File: src/rtl/pong_pkg.sv
// pong_pkg: shared state encoding, colours and playfield defaults for the pong ball datapath
package pong_pkg;

    typedef enum logic [2:0] {IDLE, ERASE, MOVE, DRAW, HOLD} state_t;

    localparam logic [2:0] COLOR_BLACK = 3'd0;
    localparam int STEP_W = 4;

    localparam int DEF_XW = 8;
    localparam int DEF_YW = 7;
    localparam int DEF_SIZE_LOG2 = 2;
    localparam int DEF_X_MIN = 51;
    localparam int DEF_X_MAX = 108;
    localparam int DEF_Y_TOP = 12;
    localparam int DEF_Y_BOT = 107;
    localparam int DEF_X_START = 80;
    localparam int DEF_Y_START = 60;
    localparam int DEF_PADDLE_W = 16;

    // Pixels per move: one more per completed level of paddle hits, capped at step_max.
    function automatic logic [STEP_W-1:0] step_for(input logic [7:0] hits, input int per_level, input int step_max);
        int lvl;
        lvl = int'(hits) / per_level;
        return STEP_W'(1 + (lvl < step_max - 1 ? lvl : step_max - 1));
    endfunction

endpackage

File: src/rtl/pong_ball_kinematics.sv
// pong_ball_kinematics: combinational next-position, wall/paddle reflection and score decision
module pong_ball_kinematics
    import pong_pkg::*;
#(
    parameter int XW = DEF_XW,
    parameter int YW = DEF_YW,
    parameter int SIZE_LOG2 = DEF_SIZE_LOG2,
    parameter int X_MIN = DEF_X_MIN,
    parameter int X_MAX = DEF_X_MAX,
    parameter int Y_TOP = DEF_Y_TOP,
    parameter int Y_BOT = DEF_Y_BOT,
    parameter int X_START = DEF_X_START,
    parameter int Y_START = DEF_Y_START,
    parameter int PADDLE_W = DEF_PADDLE_W
) (
    input  logic [XW-1:0]     x,
    input  logic [YW-1:0]     y,
    input  logic              dx,
    input  logic              dy,
    input  logic [STEP_W-1:0] step,
    input  logic [XW-1:0]     paddle_x_bot,
    input  logic [XW-1:0]     paddle_x_top,
    output logic [XW-1:0]     nx,
    output logic [YW-1:0]     ny,
    output logic              ndx,
    output logic              ndy,
    output logic              hit,
    output logic              score_top,
    output logic              score_bot
);

    localparam int S = 1 << SIZE_LOG2;

    int sx, sy, cx, cy;

    // Signed 32-bit arithmetic never wraps; x walls first, then the y edge may reflect or respawn.
    always_comb begin
        sx = dx ? int'(x) + int'(step) : int'(x) - int'(step);
        sy = dy ? int'(y) + int'(step) : int'(y) - int'(step);
        ndx = dx;
        ndy = dy;
        hit = 1'b0;
        score_top = 1'b0;
        score_bot = 1'b0;
        cx = sx;
        cy = sy;
        if (sx + S - 1 >= X_MAX) begin
            cx = X_MAX - S + 1;
            ndx = 1'b0;
        end else if (sx <= X_MIN) begin
            cx = X_MIN;
            ndx = 1'b1;
        end
        if (dy && sy + S - 1 >= Y_BOT) begin
            if (cx + S - 1 >= int'(paddle_x_bot) && cx <= int'(paddle_x_bot) + PADDLE_W - 1) begin
                cy = Y_BOT - S + 1;
                ndy = 1'b0;
                hit = 1'b1;
            end else begin
                score_top = 1'b1;
                cx = X_START;
                cy = Y_START;
                ndx = dx;
                ndy = 1'b1;
            end
        end else if (!dy && sy <= Y_TOP) begin
            if (cx + S - 1 >= int'(paddle_x_top) && cx <= int'(paddle_x_top) + PADDLE_W - 1) begin
                cy = Y_TOP;
                ndy = 1'b1;
                hit = 1'b1;
            end else begin
                score_bot = 1'b1;
                cx = X_START;
                cy = Y_START;
                ndx = dx;
                ndy = 1'b0;
            end
        end
        nx = XW'(cx);
        ny = YW'(cy);
    end

endmodule

File: src/rtl/pong_ball_engine.sv
// pong_ball_engine: per-go erase/move/draw/hold sequencer emitting the ball pixel stream
module pong_ball_engine
    import pong_pkg::*;
#(
    parameter int XW = DEF_XW,
    parameter int YW = DEF_YW,
    parameter int SIZE_LOG2 = DEF_SIZE_LOG2,
    parameter int X_MIN = DEF_X_MIN,
    parameter int X_MAX = DEF_X_MAX,
    parameter int Y_TOP = DEF_Y_TOP,
    parameter int Y_BOT = DEF_Y_BOT,
    parameter int X_START = DEF_X_START,
    parameter int Y_START = DEF_Y_START,
    parameter int PADDLE_W = DEF_PADDLE_W,
    parameter int HITS_PER_LEVEL = 4,
    parameter int STEP_MAX = 3,
    parameter int HOLD_EASY = 35,
    parameter int HOLD_HARD = 20
) (
    input  logic          clk,
    input  logic          resetn,
    input  logic          go,
    input  logic          difficulty,
    input  logic [2:0]    ball_color,
    input  logic [XW-1:0] paddle_x_bot,
    input  logic [XW-1:0] paddle_x_top,
    output logic          plot,
    output logic [XW-1:0] x_out,
    output logic [YW-1:0] y_out,
    output logic [2:0]    color_out,
    output logic          busy,
    output logic          done,
    output logic          score_top,
    output logic          score_bot,
    output logic [7:0]    rally_hits
);

    localparam int NW = 2 * SIZE_LOG2;
    localparam int N = 1 << NW;
    localparam int HW = $clog2((HOLD_EASY > HOLD_HARD ? HOLD_EASY : HOLD_HARD) + 1);

    state_t state;
    logic [NW-1:0] i, ni;
    logic [HW-1:0] hold_cnt;
    logic [XW-1:0] x, kx;
    logic [YW-1:0] y, ky;
    logic dx, dy, kdx, kdy, khit, kst, ksb;
    logic [STEP_W-1:0] step;

    assign ni = i + 1'b1;
    assign step = step_for(rally_hits, HITS_PER_LEVEL, STEP_MAX);
    assign score_top = (state == MOVE) && kst;
    assign score_bot = (state == MOVE) && ksb;

    pong_ball_kinematics #(
        .XW(XW), .YW(YW), .SIZE_LOG2(SIZE_LOG2), .X_MIN(X_MIN), .X_MAX(X_MAX),
        .Y_TOP(Y_TOP), .Y_BOT(Y_BOT), .X_START(X_START), .Y_START(Y_START), .PADDLE_W(PADDLE_W)
    ) kin (
        .x(x), .y(y), .dx(dx), .dy(dy), .step(step),
        .paddle_x_bot(paddle_x_bot), .paddle_x_top(paddle_x_top),
        .nx(kx), .ny(ky), .ndx(kdx), .ndy(kdy), .hit(khit), .score_top(kst), .score_bot(ksb)
    );

    // Sequencer: pixel outputs are registered one pixel ahead so the first plot follows go by one cycle.
    always_ff @(posedge clk or negedge resetn) begin
        if (!resetn) begin
            state <= IDLE;
            i <= '0;
            hold_cnt <= '0;
            x <= XW'(X_START);
            y <= YW'(Y_START);
            dx <= 1'b1;
            dy <= 1'b1;
            rally_hits <= '0;
            plot <= 1'b0;
            x_out <= '0;
            y_out <= '0;
            color_out <= '0;
            busy <= 1'b0;
            done <= 1'b0;
        end else begin
            done <= 1'b0;
            case (state)
                IDLE: if (go) begin
                    state <= ERASE;
                    busy <= 1'b1;
                    plot <= 1'b1;
                    i <= '0;
                    x_out <= x;
                    y_out <= y;
                    color_out <= COLOR_BLACK;
                end
                ERASE: if (i == NW'(N - 1)) begin
                    state <= MOVE;
                    plot <= 1'b0;
                end else begin
                    i <= ni;
                    x_out <= x + XW'(ni[SIZE_LOG2-1:0]);
                    y_out <= y + YW'(ni[NW-1:SIZE_LOG2]);
                end
                MOVE: begin
                    state <= DRAW;
                    x <= kx;
                    y <= ky;
                    dx <= kdx;
                    dy <= kdy;
                    rally_hits <= (kst || ksb) ? 8'd0 : (khit && rally_hits != 8'hFF) ? rally_hits + 8'd1 : rally_hits;
                    plot <= 1'b1;
                    i <= '0;
                    x_out <= kx;
                    y_out <= ky;
                    color_out <= ball_color;
                end
                DRAW: if (i == NW'(N - 1)) begin
                    state <= HOLD;
                    plot <= 1'b0;
                    hold_cnt <= difficulty ? HW'(HOLD_HARD - 1) : HW'(HOLD_EASY - 1);
                end else begin
                    i <= ni;
                    x_out <= x + XW'(ni[SIZE_LOG2-1:0]);
                    y_out <= y + YW'(ni[NW-1:SIZE_LOG2]);
                    color_out <= ball_color;
                end
                HOLD: if (hold_cnt == '0) begin
                    state <= IDLE;
                    busy <= 1'b0;
                    done <= 1'b1;
                end else begin
                    hold_cnt <= hold_cnt - 1'b1;
                end
                default: state <= IDLE;
            endcase
        end
    end

endmodule

File: config.mk
export PLATFORM = sky130hd
export DESIGN_NAME = pong_ball_engine
export DESIGN_NICKNAME = d
export VERILOG_FILES = /design/src/rtl/pong_pkg.sv /design/src/rtl/pong_ball_kinematics.sv /design/src/rtl/pong_ball_engine.sv
export SDC_FILE = /design/constraint.sdc
export NUM_CORES = 1
export LEC_CHECK = 0
export BUFFER_PORTS_ARGS = -buffer_cell sky130_fd_sc_hd__clkbuf_2
export CAP_MARGIN = 20
export CORE_MARGIN = 5
export CORE_UTILIZATION = 62
export DETAILED_ROUTE_END_ITERATION = 10
export PLACE_DENSITY = 0.92
export REMOVE_ABC_BUFFERS = 1
export SYNTH_ARGS = -nofsm -noshare
export SYNTH_HDL_FRONTEND = slang
export SYNTH_SLANG_ARGS = --single-unit
File: constraint.sdc
create_clock -name clk -period 9.9 [get_ports clk]
set_clock_uncertainty 0.05 [all_clocks]
set_input_delay 1.485 -clock clk [delete_from_list [all_inputs] [get_ports clk]]
set_output_delay 1.485 -clock clk [all_outputs]
set_load 0.005 [all_outputs]
==> PnR_summary.wiki <==
{| class="wikitable"
! Metric !! Value
|-
| CTS HTree Levels || 3
|-
| Max VDD drop || 254 µV
|-
| CTS sink cnt || just under 60
|-
| Slowest stage delay, CP || 0.52 ns
|-
| Share of the synthesized area in the top cell type || 0.200
|-
| Io pins || 54
|-
| Largest net degree at the start of global routing || 60
|-
| Placeable core region || 10800 µm²
|-
| Post-synth EDFFs || 0
|-
| Worst EP arrival || between 7 and 8 ns
|-
| Switching share of power || 0.526
|-
| Total of flip-flops plus latches after synthesis || 59
|-
| Most area-hungry cell type in the Yosys netlist || sky130_fd_sc_hd__ha_1
|-
| Slowest stage cell, crit path || sky130_fd_sc_hd__or4_1
|-
| Height of the die || 115 µm
|-
| Count of cells along the worst register-to-register path || 36
|-
| CTS tree || yes
|-
| Antenna violations before repair || 0
|-
| Clk root buf || sky130_fd_sc_hd__clkbuf_8
|-
| Run status || finished clean
|-
| Number of vias after detailed routing || 6656
|-
| Endpoints failing setup || 0
|-
| Cells taking the most area after synthesis || sky130_fd_sc_hd__ha_1 (20%), sky130_fd_sc_hd__dfrtp_1 (19%), sky130_fd_sc_hd__nand2_1 (4.9%)
|-
| Max Buffers Root-to-Sink || 2
|-
| Clock buffer count from CTS || 9
|-
| Detailed placer's ending HPWL || 13700 µm
|-
| Normalized max-slew margin || 0.444
|-
| Total power || 2600 µW
|-
| Crit path max fanout || 11
|-
| Avg Inst Size Synth || around 8 µm²
|-
| Synthesis-to-layout area growth || 11.6%
|-
| Most used standard cell by instance count after synthesis || sky130_fd_sc_hd__ha_1
|-
| Total gr overflow || 0
|-
| Static power due to leakage || about 0.0036 µW
|-
| Final #Nets || 1057
|-
| Total power divided by cell area || 345 nW/µm²
|-
| Cell family with most CP delay || simple AND/OR/NAND/NOR gates
|-
| Share of power burned in combinational logic || 0.727
|-
| Number of instances on the worst hold path || 2
|-
| Drc violations || 0
|-
| Flop pwr share || 0.185
|-
| Seq/Total Area, Yosys || 0.220
|-
| Type of the most critical hold path || flip-flop to flip-flop
|-
| Transition time of the tightest slew-check pin || 0.834 ns
|-
| Predominant post-synthesis flop cell || sky130_fd_sc_hd__dfrtp_1
|-
| Vias in the first global route || 6431
|-
| Final cell utilization of the core || 0.700
|-
| Worst-case hold path end point || y_out[1]
|-
| Final critical-path required period || 9.53 ns
|-
| Critical setup path kind || flip-flop to output pin
|-
| Reported net switching power || 1370 µW
|-
| Critical path startpoint category || flip-flop
|-
| CP most frequent cell || sky130_fd_sc_hd__ha_1
|-
| Buffers and inverters on the worst path || 3
|-
| Weighted congestion at the end of routability-driven global placement || 0.957
|-
| Hold violation count in the final report || 0
|-
| Capturing element type of the critical path || output pin
|-
| Total die area || around 13000 µm²
|-
| Number of fillers in the final layout || 849
|-
| Post-Synthesis Cell Area || 6770 µm²
|-
| Register-to-Register Setup Slack || around 1.7 ns
|-
| Fraction of layout instances using a drive strength above 1 || 0.145
|-
| Average wire per cell in the routed design || 16.8 µm
|-
| Routed Antenna Nets || 0
|-
| Wire length of the first global-routing pass || 29700 µm
|-
| Number of standard cells after synthesis || 837
|-
| Reg-to-reg critical path endpoint || x_out[3]
|-
| Unique masters post-synth || 84
|-
| Overall fraction of global-route tracks in use || 0.273
|-
| Combined area of the multi-input logic cells || 5130 µm²
|-
| Storage cell area || between 1000 and 1500 µm²
|-
| Number of antenna cells inserted || 0
|-
| Maximum operating frequency || around 100 MHz
|-
| IO Port Bufs || 53
|-
| Width of the die || 115 µm
|-
| Slew Viols, Final || 0
|-
| Initial core utilization || 0.627
|-
| Number of warnings issued by yosys || 0
|-
| DRT Wirelength || ~18000 µm
|-
| Cell internal power dissipation || 1230 µW
|-
| Post-detailed-route via-to-cell ratio || 6.25
|-
| Cell types with the highest counts after synthesis || sky130_fd_sc_hd__ha_1 (108), sky130_fd_sc_hd__nand2_1 (88), sky130_fd_sc_hd__a21oi_1 (62), sky130_fd_sc_hd__nor2_1 (62), sky130_fd_sc_hd__inv_1 (58)
|-
| Crit share post-route || 0.962
|-
| Clock share of power || 0.088
|-
| Maximum Capacitance Violations || 0
|-
| Start point of the worst min-delay path || y_out[1]
|-
| Worst endpoint required time || between 8 and 9 ns
|-
| Core Rows || 38
|-
| Source-to-sink clock delay at the later pin of the worst-skew pair || 0.36 ns
|-
| Ys async rst share || 1.00
|-
| Source of the worst register-to-register timing path || rally_hits[6]
|-
| Clock input transition at the sequential cells of the worst setup and hold paths || 0.07 ns
|-
| First-iteration detailed-routing DRC count || 554
|-
| 1st-pass router iterations || 5
|}
flip-flops by register name (all words and copies together), names as in the netlist:
signal	count
rally_hits	8
x	8
x_out	8
y	7
y_out	7
hold_cnt	6
i	4
color_out	3
state	3
busy	1
done	1
dx	1
dy	1
plot	1
timing repair:
item                                    CTS  global route
resized for setup                         4            13
hold buffers                              0             0
buffers inserted                          0             5
gates cloned                              0             1
pin swaps                                 0             2
endpoints found under the setup margin    2             2
endpoints found under the hold margin     0             0
per-layer routing:
layer  vias up  track usage  wire length [µm]
met3        69       0.0465              1260
met1      3125        0.344              7370
met4         0        0.103               578
met5         -            0                 0
li1       3187            -                 -
met2       275        0.468              8700
placed cells by master, fill, tap and decap left out, types with 22 or more instances in the layout:
cell type                  synthesis  final
sky130_fd_sc_hd__a21oi_1          62     61
sky130_fd_sc_hd__clkbuf_2          0     53
sky130_fd_sc_hd__conb_1            2     35
sky130_fd_sc_hd__dfrtp_1          51     51
sky130_fd_sc_hd__ha_1            108    107
sky130_fd_sc_hd__inv_1            58     57
sky130_fd_sc_hd__nand2_1          88     87
sky130_fd_sc_hd__nand3_1          37     36
sky130_fd_sc_hd__nor2_1           62     61
sky130_fd_sc_hd__o21ai_0          54     53
sky130_fd_sc_hd__xnor2_1          22     22
per-stage QoR:
step                setup WS [ns]  cells  area [µm²]  setup TNS, ns  hold WS [ns]
floorplan                    1.21    845        6780              0         0.417
global placement            0.529   1043        7260              0         0.423
detailed placement          0.277   1043        7260              0         0.432
CTS                        0.0492   1059        7460              0         0.448
global route              -0.0716   1065        7560        -0.0716         0.492
finish                      0.373   1065        7560              0         0.454
worst max-delay path by stage:
| stage | endpoint | slack, ns | depth (start not counted) | startpoint |
|---|---|---|---|---|
| finish | score_bot | 0.37 | 36 | rally_hits[6] |
| CTS | score_top | 0.05 | 36 | rally_hits[6] |
| global placement | score_bot | 0.53 | 36 | rally_hits[6] |
| detailed placement | score_top | 0.28 | 36 | rally_hits[6] |
| floorplan | score_top | 1.21 | 35 | rally_hits[6] |
| global route | score_bot | -0.07 | 36 | rally_hits[6] |
logic make-up (layout without fill, tap and decap cells):
logic type	Yosys count	after routing	synth area share
flops	59	59	0.220
fa+ha+maj	114	114	0.217
compound gates	233	233	0.230
other cells	2	35	0.00111
xor+xnor	39	39	0.0516
mux	4	4	0.00610
simple gates	302	302	0.225
buf+inv	84	139	0.0497
tightest hold or removal path: cells and delay by family, from the launching register on:
family	cells	cell delay, ns
flops	1	0.36
simple gates	2	0.12
power groups by stage:
stage	registers, µW	logic (µW)	clock network (µW)
floorplan	445	1330	0
global placement	472	1740	0
detailed placement	478	1790	0
CTS	476	1820	229
global route	497	2090	239
finish	482	1890	229
cell type report:
| class | count | area share |
|---|---|---|
| clock buffers | 12 | 0.0192 |
| clock inverters | 4 | 0.00662 |
| inverters | 59 | 0.0298 |
| multi-input cells | 727 | 0.679 |
| flip-flops and latches | 59 | 0.197 |
| well taps | 140 | 0.0232 |
| repair buffers | 63 | 0.0450 |
| repair inverters | 1 | 0.000662 |
Note: power is estimated with default switching activity, not from simulation.
